File: src/rtl/cla_pg_issue_stage.sv
// Registered issue stage for the 4-bit CLA path: opcode -> propagate/generate/carry-in decode,
// a two-entry skid buffer toward the lookahead unit, and carry-flag tracking with a carry interlock.
module cla_pg_issue_stage #(
  parameter int PEND_MAX = 3
) (
  input  logic       clk,
  input  logic       rst,
  input  logic       in_valid,
  output logic       in_ready,
  input  logic [3:0] in_a,
  input  logic [3:0] in_b,
  input  logic [2:0] in_op,
  output logic       out_valid,
  input  logic       out_ready,
  output logic [3:0] out_p,
  output logic [3:0] out_g,
  output logic       out_cin,
  output logic [2:0] out_op,
  input  logic       cf_we,
  input  logic       cf_in,
  output logic       carry_flag
);

  localparam int PW = $clog2(PEND_MAX + 1);
  localparam logic [PW-1:0] PEND_FULL = PW'(PEND_MAX);

  localparam logic [2:0] OP_ADD  = 3'b000;
  localparam logic [2:0] OP_ADC  = 3'b001;
  localparam logic [2:0] OP_SUB  = 3'b010;
  localparam logic [2:0] OP_SBB  = 3'b011;
  localparam logic [2:0] OP_INC  = 3'b100;
  localparam logic [2:0] OP_DEC  = 3'b101;
  localparam logic [2:0] OP_CMP  = 3'b110;
  localparam logic [2:0] OP_PASS = 3'b111;

  logic            out_valid_q, out_valid_d;
  logic [3:0]      out_p_q, out_p_d, out_g_q, out_g_d;
  logic            out_cin_q, out_cin_d;
  logic [2:0]      out_op_q, out_op_d;
  logic            skid_valid_q, skid_valid_d;
  logic [3:0]      skid_p_q, skid_p_d, skid_g_q, skid_g_d;
  logic            skid_cin_q, skid_cin_d;
  logic [2:0]      skid_op_q, skid_op_d;
  logic [PW-1:0]   pending_q, pending_d;
  logic            carry_flag_q, carry_flag_d;

  logic [3:0]      b_eff;
  logic            cin_dec;
  logic [3:0]      p_dec, g_dec;
  logic            in_produce, in_consume, stall, accept, out_load;
  logic            pend_inc, pend_dec;

  // cin samples the pre-edge carry flag, so a same-cycle write-back is not seen.
  always_comb begin
    b_eff   = in_b;
    cin_dec = 1'b0;
    case (in_op)
      OP_ADD:  begin b_eff = in_b;    cin_dec = 1'b0;         end
      OP_ADC:  begin b_eff = in_b;    cin_dec = carry_flag_q; end
      OP_SUB:  begin b_eff = ~in_b;   cin_dec = 1'b1;         end
      OP_SBB:  begin b_eff = ~in_b;   cin_dec = carry_flag_q; end
      OP_INC:  begin b_eff = 4'b0000; cin_dec = 1'b1;         end
      OP_DEC:  begin b_eff = 4'b1111; cin_dec = 1'b0;         end
      OP_CMP:  begin b_eff = ~in_b;   cin_dec = 1'b1;         end
      OP_PASS: begin b_eff = 4'b0000; cin_dec = 1'b0;         end
      default: begin b_eff = in_b;    cin_dec = 1'b0;         end
    endcase
  end

  assign p_dec = in_a ^ b_eff;
  assign g_dec = in_a & b_eff;

  assign in_produce = (in_op == OP_ADD) | (in_op == OP_ADC) | (in_op == OP_SUB) |
                      (in_op == OP_SBB) | (in_op == OP_CMP);
  assign in_consume = (in_op == OP_ADC) | (in_op == OP_SBB);

  assign stall    = (pending_q == PEND_FULL) | (in_consume & (pending_q != '0));
  assign in_ready = ~skid_valid_q & ~stall;
  assign accept   = in_valid & in_ready;
  assign out_load = ~out_valid_q | out_ready;

  // The skid entry always drains first, and is only filled while the output register is held.
  always_comb begin
    out_valid_d  = out_valid_q;
    out_p_d      = out_p_q;
    out_g_d      = out_g_q;
    out_cin_d    = out_cin_q;
    out_op_d     = out_op_q;
    skid_valid_d = skid_valid_q;
    skid_p_d     = skid_p_q;
    skid_g_d     = skid_g_q;
    skid_cin_d   = skid_cin_q;
    skid_op_d    = skid_op_q;
    if (out_load) begin
      if (skid_valid_q) begin
        out_valid_d  = 1'b1;
        out_p_d      = skid_p_q;
        out_g_d      = skid_g_q;
        out_cin_d    = skid_cin_q;
        out_op_d     = skid_op_q;
        skid_valid_d = 1'b0;
      end else if (accept) begin
        out_valid_d = 1'b1;
        out_p_d     = p_dec;
        out_g_d     = g_dec;
        out_cin_d   = cin_dec;
        out_op_d    = in_op;
      end else begin
        out_valid_d = 1'b0;
      end
    end else if (accept) begin
      skid_valid_d = 1'b1;
      skid_p_d     = p_dec;
      skid_g_d     = g_dec;
      skid_cin_d   = cin_dec;
      skid_op_d    = in_op;
    end
  end

  assign pend_inc = accept & in_produce;
  assign pend_dec = cf_we & (pending_q != '0);

  always_comb begin
    pending_d = pending_q;
    case ({pend_inc, pend_dec})
      2'b10:   pending_d = pending_q + PW'(1);
      2'b01:   pending_d = pending_q - PW'(1);
      default: pending_d = pending_q;
    endcase
    carry_flag_d = cf_we ? cf_in : carry_flag_q;
  end

  always_ff @(posedge clk) begin
    if (rst) begin
      out_valid_q  <= 1'b0;
      out_p_q      <= '0;
      out_g_q      <= '0;
      out_cin_q    <= 1'b0;
      out_op_q     <= '0;
      skid_valid_q <= 1'b0;
      skid_p_q     <= '0;
      skid_g_q     <= '0;
      skid_cin_q   <= 1'b0;
      skid_op_q    <= '0;
      pending_q    <= '0;
      carry_flag_q <= 1'b0;
    end else begin
      out_valid_q  <= out_valid_d;
      out_p_q      <= out_p_d;
      out_g_q      <= out_g_d;
      out_cin_q    <= out_cin_d;
      out_op_q     <= out_op_d;
      skid_valid_q <= skid_valid_d;
      skid_p_q     <= skid_p_d;
      skid_g_q     <= skid_g_d;
      skid_cin_q   <= skid_cin_d;
      skid_op_q    <= skid_op_d;
      pending_q    <= pending_d;
      carry_flag_q <= carry_flag_d;
    end
  end

  assign out_valid  = out_valid_q;
  assign out_p      = out_p_q;
  assign out_g      = out_g_q;
  assign out_cin    = out_cin_q;
  assign out_op     = out_op_q;
  assign carry_flag = carry_flag_q;

endmodule

File: config.mk
export PLATFORM = sky130hd
export DESIGN_NAME = cla_pg_issue_stage
export DESIGN_NICKNAME = d
export VERILOG_FILES = /design/src/rtl/cla_pg_issue_stage.sv
export SDC_FILE = /design/constraint.sdc
export NUM_CORES = 1
export LEC_CHECK = 0
export ABC_AREA = 0
export BUFFER_PORTS_ARGS = -buffer_cell sky130_fd_sc_hd__buf_2
export CAP_MARGIN = 20
export CORE_MARGIN = 5
export CORE_UTILIZATION = 54
export CTS_CLUSTER_DIAMETER = 200
export CTS_CLUSTER_SIZE = 28
export DETAILED_ROUTE_END_ITERATION = 6
export PLACE_DENSITY_LB_ADDON = 0.12
export SLEW_MARGIN = 10
export SYNTH_ARGS = -nofsm -noshare
export SYNTH_HDL_FRONTEND = slang
export SYNTH_SLANG_ARGS = --single-unit
File: constraint.sdc
create_clock -name clk -period 2.1 [get_ports clk]
set_input_delay 0.21 -clock clk [delete_from_list [all_inputs] [get_ports clk]]
set_output_delay 0.21 -clock clk [all_outputs]
set_load 0.05 [all_outputs]
==> reports/results.tsv, run 1 <==
stage	metric	value	unit
run_status	status	finished, final reports clean	
timing	post-route setup slack	0.373	ns
logic_synthesis	area of the mapped netlist	0.00164	mm^2
critical_path	worst-path fanout max	5	
grt	largest net degree at the start of global routing	24	
logic_synthesis	top_reg_cell synth	dfxtp_1	
floorplanning	io pins	32	
layout	fin nets	228	
logic_synthesis	simple-gate share of the synthesized area	0.188	
clock_network	Num CTS Buffers	5	
logic_synthesis	Yosys reg bits	29	
clock_network	CTS max path bufs	2	
floorplanning	die area	0.00424	mm^2
critical_path	Crit path required time	2.37	ns
timing	RSZ-0062 raised after global routing	false	
place	worst slack, placed	0.161	ns
route	DRT iter0 DRCs	56	
logic_synthesis	sequential-to-total area share from yosys stat	0.354	
logic_synthesis	EDFF count, synth	0	
timing	measured slew at the worst slew-check pin	0.727	ns
critical_path	worst path arrival time	2.00	ns
grt	first-pass GRT wire length	6.44	mm
timing	slew margin rel.	0.515	
floorplanning	die height	65.1	um
critical_path	Slowest-stage cell, CP	dfxtp_1	
timing	fmax	579	MHz
power_and_ir_drop	Peak VDD IR	0.000570	V
timing	Slew Viols, Final	0	
grt	total grt overflow	0	
layout	register area	581	um^2
logic_synthesis	Netlist cell types	37	
route	via count	1437	
layout	ANT cells	0	
power_and_ir_drop	leakage power figure	0.748	nW
power_and_ir_drop	pwr/cell area	875	mW/mm^2
logic_synthesis	yosys warns	0	
clock_network	clk slew on worst S/H paths	0.09	ns
critical_path	crit path cell chain	maj3_2, nor2_4, nand3_2, ha_4, xnor2_1, or3_1, a21oi_1	
grt	initial antenna violation count	0	
logic_synthesis	syn_nets	204	
hold_path	HP Class	in -> reg	
logic_synthesis	Adder-Cell Fraction of Synth Area	0.0518	
floorplanning	FP Rows	20	
clock_network	TritonCTS clock tree	done	
route	Total Routed Length	3.80	mm
place	Area after DPL	0.00179	mm^2
clock_network	Resize count post-CTS	0	
timing	Sum Neg Setup Slack	0	ns
floorplanning	Core ar.	0.00298	mm^2
critical_path	CP Class	reg -> reg	
layout	final core utilization	0.619	
grt	total track usage	0.199	
layout	FILL cells	269	
clock_network	htree depth	2	
logic_synthesis	xor/xnor cell area share of the yosys netlist	0.0160	
layout	area grow syn2layout	12.3	%
layout	Multi-input gate area	966	um^2
logic_synthesis	Synth Area in Compound Gates	0.232	
layout	Finished Layout Cells	240	
logic_synthesis	Synth Instances	182	
place	DP Wirelength	2.60	mm
critical_path	CP endpoint kind	flip-flop	
logic_synthesis	largest family of logic cells by synthesized area	compound AO/OA/AOI/OAI gates	
route	drt pass-1 iters	4	
clock_network	Clock Latency Late Sink	0.33	ns
critical_path	crit-path max cell delay	0.37	ns
logic_synthesis	syn avg cell area	9.02	um^2
layout	share of layout cells above drive strength 1	0.333	
clock_network	Post-CTS Setup Inserts	0	
timing	fin crit period	1.73	ns
route	DRC viols	0	
place	dpl cells	232	
critical_path	Startpoint Class	flip-flop	
grt	vias in the first global route	1386	
floorplanning	Starting Density	0.551	
timing	final setup fails	0	
clock_network	hold_buf cts	0	
clock_network	root buffer cell	clkbuf_4	
timing	Final Skew	0.00693	ns
job	Maximum Capacitance Violations	0	
route	wire per inst	15.8	um
place	RePlAce Congestion	0.775	
timing	final hold vios	0	
floorplanning	Die W	65.1	um
logic_synthesis	asr flop ratio synth	0	
place	number of buffers added on ports	31	
timing	period utilization	0.822	
route	antenna violation net count after detailed routing	0	
logic_synthesis	post-synthesis mux area share	0.0861	
route	vias per std cell	5.99	
layout	fin area	0.00184	mm^2
clock_network	Sink Count	29	
## cell type report
class	instances	area share
Multi-Input combinational cell	129	0.524
Sequential cell	29	0.315
Timing Repair Buffer	34	0.0964
Clock buffer	6	0.0224
Tap cell	33	0.0224
Inverter	7	0.0143
Clock inverter	2	0.00543
## worst max-delay path, delay by kind of cell (launching register included)
kind / cells / cell delay (ns)
XOR/XNOR: 1 / 0.12
AO/OA/AOI/OAI: 1 / 0.12
AND/OR/NAND/NOR: 3 / 0.54
flip-flops: 1 / 0.37
adder cells (fa/ha/maj): 2 / 0.51
## registers in the layout, indices dropped and copies added, names as in the netlist, 2 cells and up
| name | flops |
|---|---|
| pending_q | 2 |
| out_p | 4 |
| skid_p_q | 4 |
| out_op | 3 |
| skid_op_q | 3 |
| out_g | 4 |
| skid_g_q | 4 |
## kinds of logic after synthesis
group | count (synthesis)
AOI/OAI and AO/OA | 48
muxes | 14
DFF | 29
adders and majority gates | 7
and+or+nand+nor | 57
buffers and inverters | 24
xor gates and xnor gates | 3
## metal layers
metal,part of all wire,routed length [um],up-vias,global-route usage
li1,-,-,706,-
met1,0.43,1620,678,0.232
met2,0.50,1890,47,0.336
met3,0.063,238,6,0.0615
met4,0.015,57,0,0.0855
met5,0,0,-,0
## power breakdown
part           switching (mW)  leakage [nW]  total (mW)  internal, mW
sequential             0.0441         0.237       0.658         0.613
combinational           0.410         0.479       0.625         0.215
clock                   0.203        0.0320       0.330         0.127
## worst paths after layout
path                 from      endpoint  slack, ns  cells past startpoint
max reg2reg  pending_q[0]  pending_q[1]       0.37                      7
max          pending_q[0]  pending_q[1]       0.37                      7
min                 cf_in    carry_flag       0.12                      3
min reg2reg      out_p[1]      out_p[1]       0.46                      2
## cell usage in the layout, fill, tap and decap left out, drive strengths merged, types with 2 or more instances in the layout
| cell | Yosys | final |
|---|---|---|
| buf | 10 | 34 |
| dfxtp | 29 | 29 |
| nand2 | 14 | 14 |
| a21oi | 14 | 14 |
| mux2i | 13 | 13 |
| o211ai | 12 | 12 |
| nand4 | 11 | 11 |
| o31ai | 11 | 11 |
| or2 | 10 | 10 |
| nor2 | 9 | 9 |
| inv | 7 | 7 |
| clkbuf | 7 | 6 |
| ha | 5 | 5 |
| a211oi | 4 | 4 |
| o21ai | 3 | 3 |
| nor2b | 3 | 3 |
| xnor2 | 2 | 2 |
| and2 | 2 | 2 |
| maj3 | 2 | 2 |
| nand2b | 2 | 2 |
| nor3 | 2 | 2 |
| clkinv | 0 | 2 |
| nand3 | 2 | 2 |
## through the flow
stage	hold WS, ns	power [mW]
after CTS	0.112	1.63
after floorplan	0.357	1.19
final	0.115	1.61
after detailed placement	0.449	1.30
after global routing	0.141	1.71
after global placement	0.442	1.28
## synthesized netlist by cell type, drive strengths merged, types with 2 or more instances
cell	count	area share
a211oi	4	0.018
a21oi	14	0.043
and2	2	0.0076
buf	10	0.041
clkbuf	7	0.016
dfxtp	29	0.35
ha	5	0.038
inv	7	0.016
maj3	2	0.014
mux2i	13	0.079
nand2	14	0.032
nand2b	2	0.0076
nand3	2	0.0061
nand4	11	0.042
nor2	9	0.021
nor2b	3	0.016
nor3	2	0.0061
o211ai	12	0.058
o21ai	3	0.0091
o31ai	11	0.078
or2	10	0.038
xnor2	2	0.011
(Power assumes the default switching activity.)
==> run 2, diff against run 1 <==
- CORE_UTILIZATION: 54 -> 49
- clock period: 2.1 -> 1.4 ns (I/O delays scaled with it)
==> run 2 against run 1 <==
Effect of this change: the run now ends with negative setup slack left; first-iteration DRC count is 39% higher; worst setup slack got worse by 0.65 ns; via count is 4.1% higher.
==> reports/results.tsv, run 2 (same netlist as run 1, synthesis figures left out) <==
stage	metric	value	unit
timing	fmax	595	MHz
clock_network	TritonCTS clock tree	done	
grt	first-pass GRT wire length	6.71	mm
route	drt pass-1 iters	4	
route	antenna violation net count after detailed routing	0	
floorplanning	die height	67.9	um
power_and_ir_drop	leakage power figure	0.879	nW
layout	area grow syn2layout	32.2	%
route	Total Routed Length	4.14	mm
clock_network	Num CTS Buffers	5	
power_and_ir_drop	overall power	2.74	mW
floorplanning	Die W	67.9	um
critical_path	worst-path fanout max	2	
power_and_ir_drop	internal power	1.67	mW
floorplanning	Core ar.	0.00328	mm^2
timing	period utilization	1.20	
timing	Slew Viols, Final	0	
clock_network	Sink Count	29	
critical_path	Startpoint Class	flip-flop	
route	wire per inst	15.2	um
critical_path	worst path arrival time	1.96	ns
layout	share of layout cells above drive strength 1	0.476	
layout	commonest cells after routing, fill and taps aside	buf_2, dfxtp_1, buf_4	
grt	M2 GR Usage	0.320	
power_and_ir_drop	Peak VDD IR	0.000863	V
critical_path	Slowest-stage cell, CP	dfxtp_2	
clock_network	hold_buf cts	0	
critical_path	Worst Path Buf+Inv	0	
critical_path	Crit path required time	1.68	ns
timing	final hold vios	0	
hold_path	HP Class	in -> reg	
clock_network	clk slew on worst S/H paths	0.09	ns
grt	met1 usage	0.250	
clock_network	CTS max path bufs	2	
power_and_ir_drop	Flop pwr share	0.356	
grt	total grt overflow	0	
critical_path	FF-to-FF Start	pending_q[0]	
place	worst slack, placed	-0.355	ns
layout	final core utilization	0.661	
grt	initial antenna violation count	0	
layout	most common cell after layout, fill and taps aside	buf_2	
place	number of buffers added on ports	31	
job	Maximum Capacitance Violations	0	
floorplanning	io pins	32	
grt	total track usage	0.195	
clock_network	root buffer cell	clkbuf_4	
grt	most used routing layer	met2	
place	DP Wirelength	3.02	mm
timing	post-route setup slack	-0.280	ns
power_and_ir_drop	Psw	1.07	mW
grt	met3 GRT Util	0.0493	
timing	slew margin rel.	0.830	
route	DRC viols	0	
critical_path	crit path launch	pending_q[0]	
place	RePlAce Congestion	0.797	
timing	Sum Neg Setup Slack	-0.702	ns
timing	fin crit period	1.68	ns
critical_path	CP endpoint kind	flip-flop	
route	via count	1496	
floorplanning	FP Rows	21	
timing	RSZ-0062 raised after global routing	true	
timing	Hold WS	0.0733	ns
route	DRT iter0 DRCs	78	
layout	Multi-input gate area	0.00105	mm^2
hold_path	min-delay src	cf_in	
layout	register area	587	um^2
timing	Final Skew	0.00670	ns
timing	measured slew at the worst slew-check pin	0.257	ns
power_and_ir_drop	clock power share	0.179	
critical_path	crit path cell chain	maj3_2, nor2_4, nand3_2, ha_4, xnor2_2, or3_1, a21oi_2	
clock_network	htree depth	2	
layout	FILL cells	282	
layout	ANT cells	0	
timing	final setup fails	3	
floorplanning	Starting Density	0.500	
critical_path	crit-path max cell delay	0.33	ns
critical_path	cell family with most CP delay	simple AND/OR/NAND/NOR gates	
power_and_ir_drop	sw frac	0.392	
route	vias per std cell	5.48	
run_status	status	complete, but fails checks	
grt	largest net degree at the start of global routing	24	
run_status	violated checks	negative setup slack	
layout	fin nets	248	
floorplanning	die area	0.00461	mm^2
power_and_ir_drop	combinational share of power	0.465	
critical_path	CP Class	reg -> reg	
grt	vias in the first global route	1463	
clock_network	Clock Latency Late Sink	0.33	ns
power_and_ir_drop	pwr/cell area	1260	mW/mm^2
run 2: cell types whose count changed in the layout (fill, tap and decap cells not counted), sizes merged:
cell  before  now
buf       34   54
run 2: path summary, 6_finish.rpt:
path	endpoint	slack (ns)	cells after the start
worst min-delay path	carry_flag	0.07	3
worst max register to register	pending_q[1]	-0.28	7
worst max-delay path	pending_q[1]	-0.28	7
worst min register to register	out_g[3]	0.46	2
run 2: metrics by stage:
| stage | cells | cell area (um^2) |
|---|---|---|
| floorplan | 182 | 1740 |
| global placement | 263 | 2040 |
| detailed placement | 263 | 2040 |
| CTS | 272 | 2130 |
| global route | 273 | 2170 |
| finish | 273 | 2170 |
run 2: power by group through the flow:
stage                     Combinational, mW  Clock, mW  Sequential (mW)
after floorplan                       0.606          0             1.21
final                                  1.27      0.490            0.977
after global routing                   1.36      0.545            0.987
after CTS                              1.20      0.496            0.976
after detailed placement               1.15          0            0.993
after global placement                 1.11          0            0.987
run 2: repair_timing:
action,CTS,global route
endpoints found under the setup margin,5,21
setup buffers,1,1
resized for setup,8,10
pin swaps,3,2
run 2: cell type report:
class,instances,share of cell area
Sequential cell,29,0.270
Tap cell,46,0.0265
Timing Repair Buffer,54,0.182
Multi-Input combinational cell,129,0.485
Clock inverter,2,0.00461
Inverter,7,0.0121
Clock buffer,6,0.0190
run 2: worst register-to-register path, cell delays in order, from the launching register on:
cell     delay (ns)
dfxtp_2        0.33
maj3_2         0.33
nor2_4         0.11
nand3_2        0.10
ha_4           0.18
xnor2_2        0.13
or3_1          0.33
a21oi_2        0.11
run 2: metal layers:
metal / wire length (um) / part of all wire / vias up
met5: 0 / 0 / -
met4: 61 / 0.015 / 0
met3: 195 / 0.047 / 7
met2: 2000 / 0.48 / 40
met1: 1890 / 0.46 / 702
li1: - / - / 747
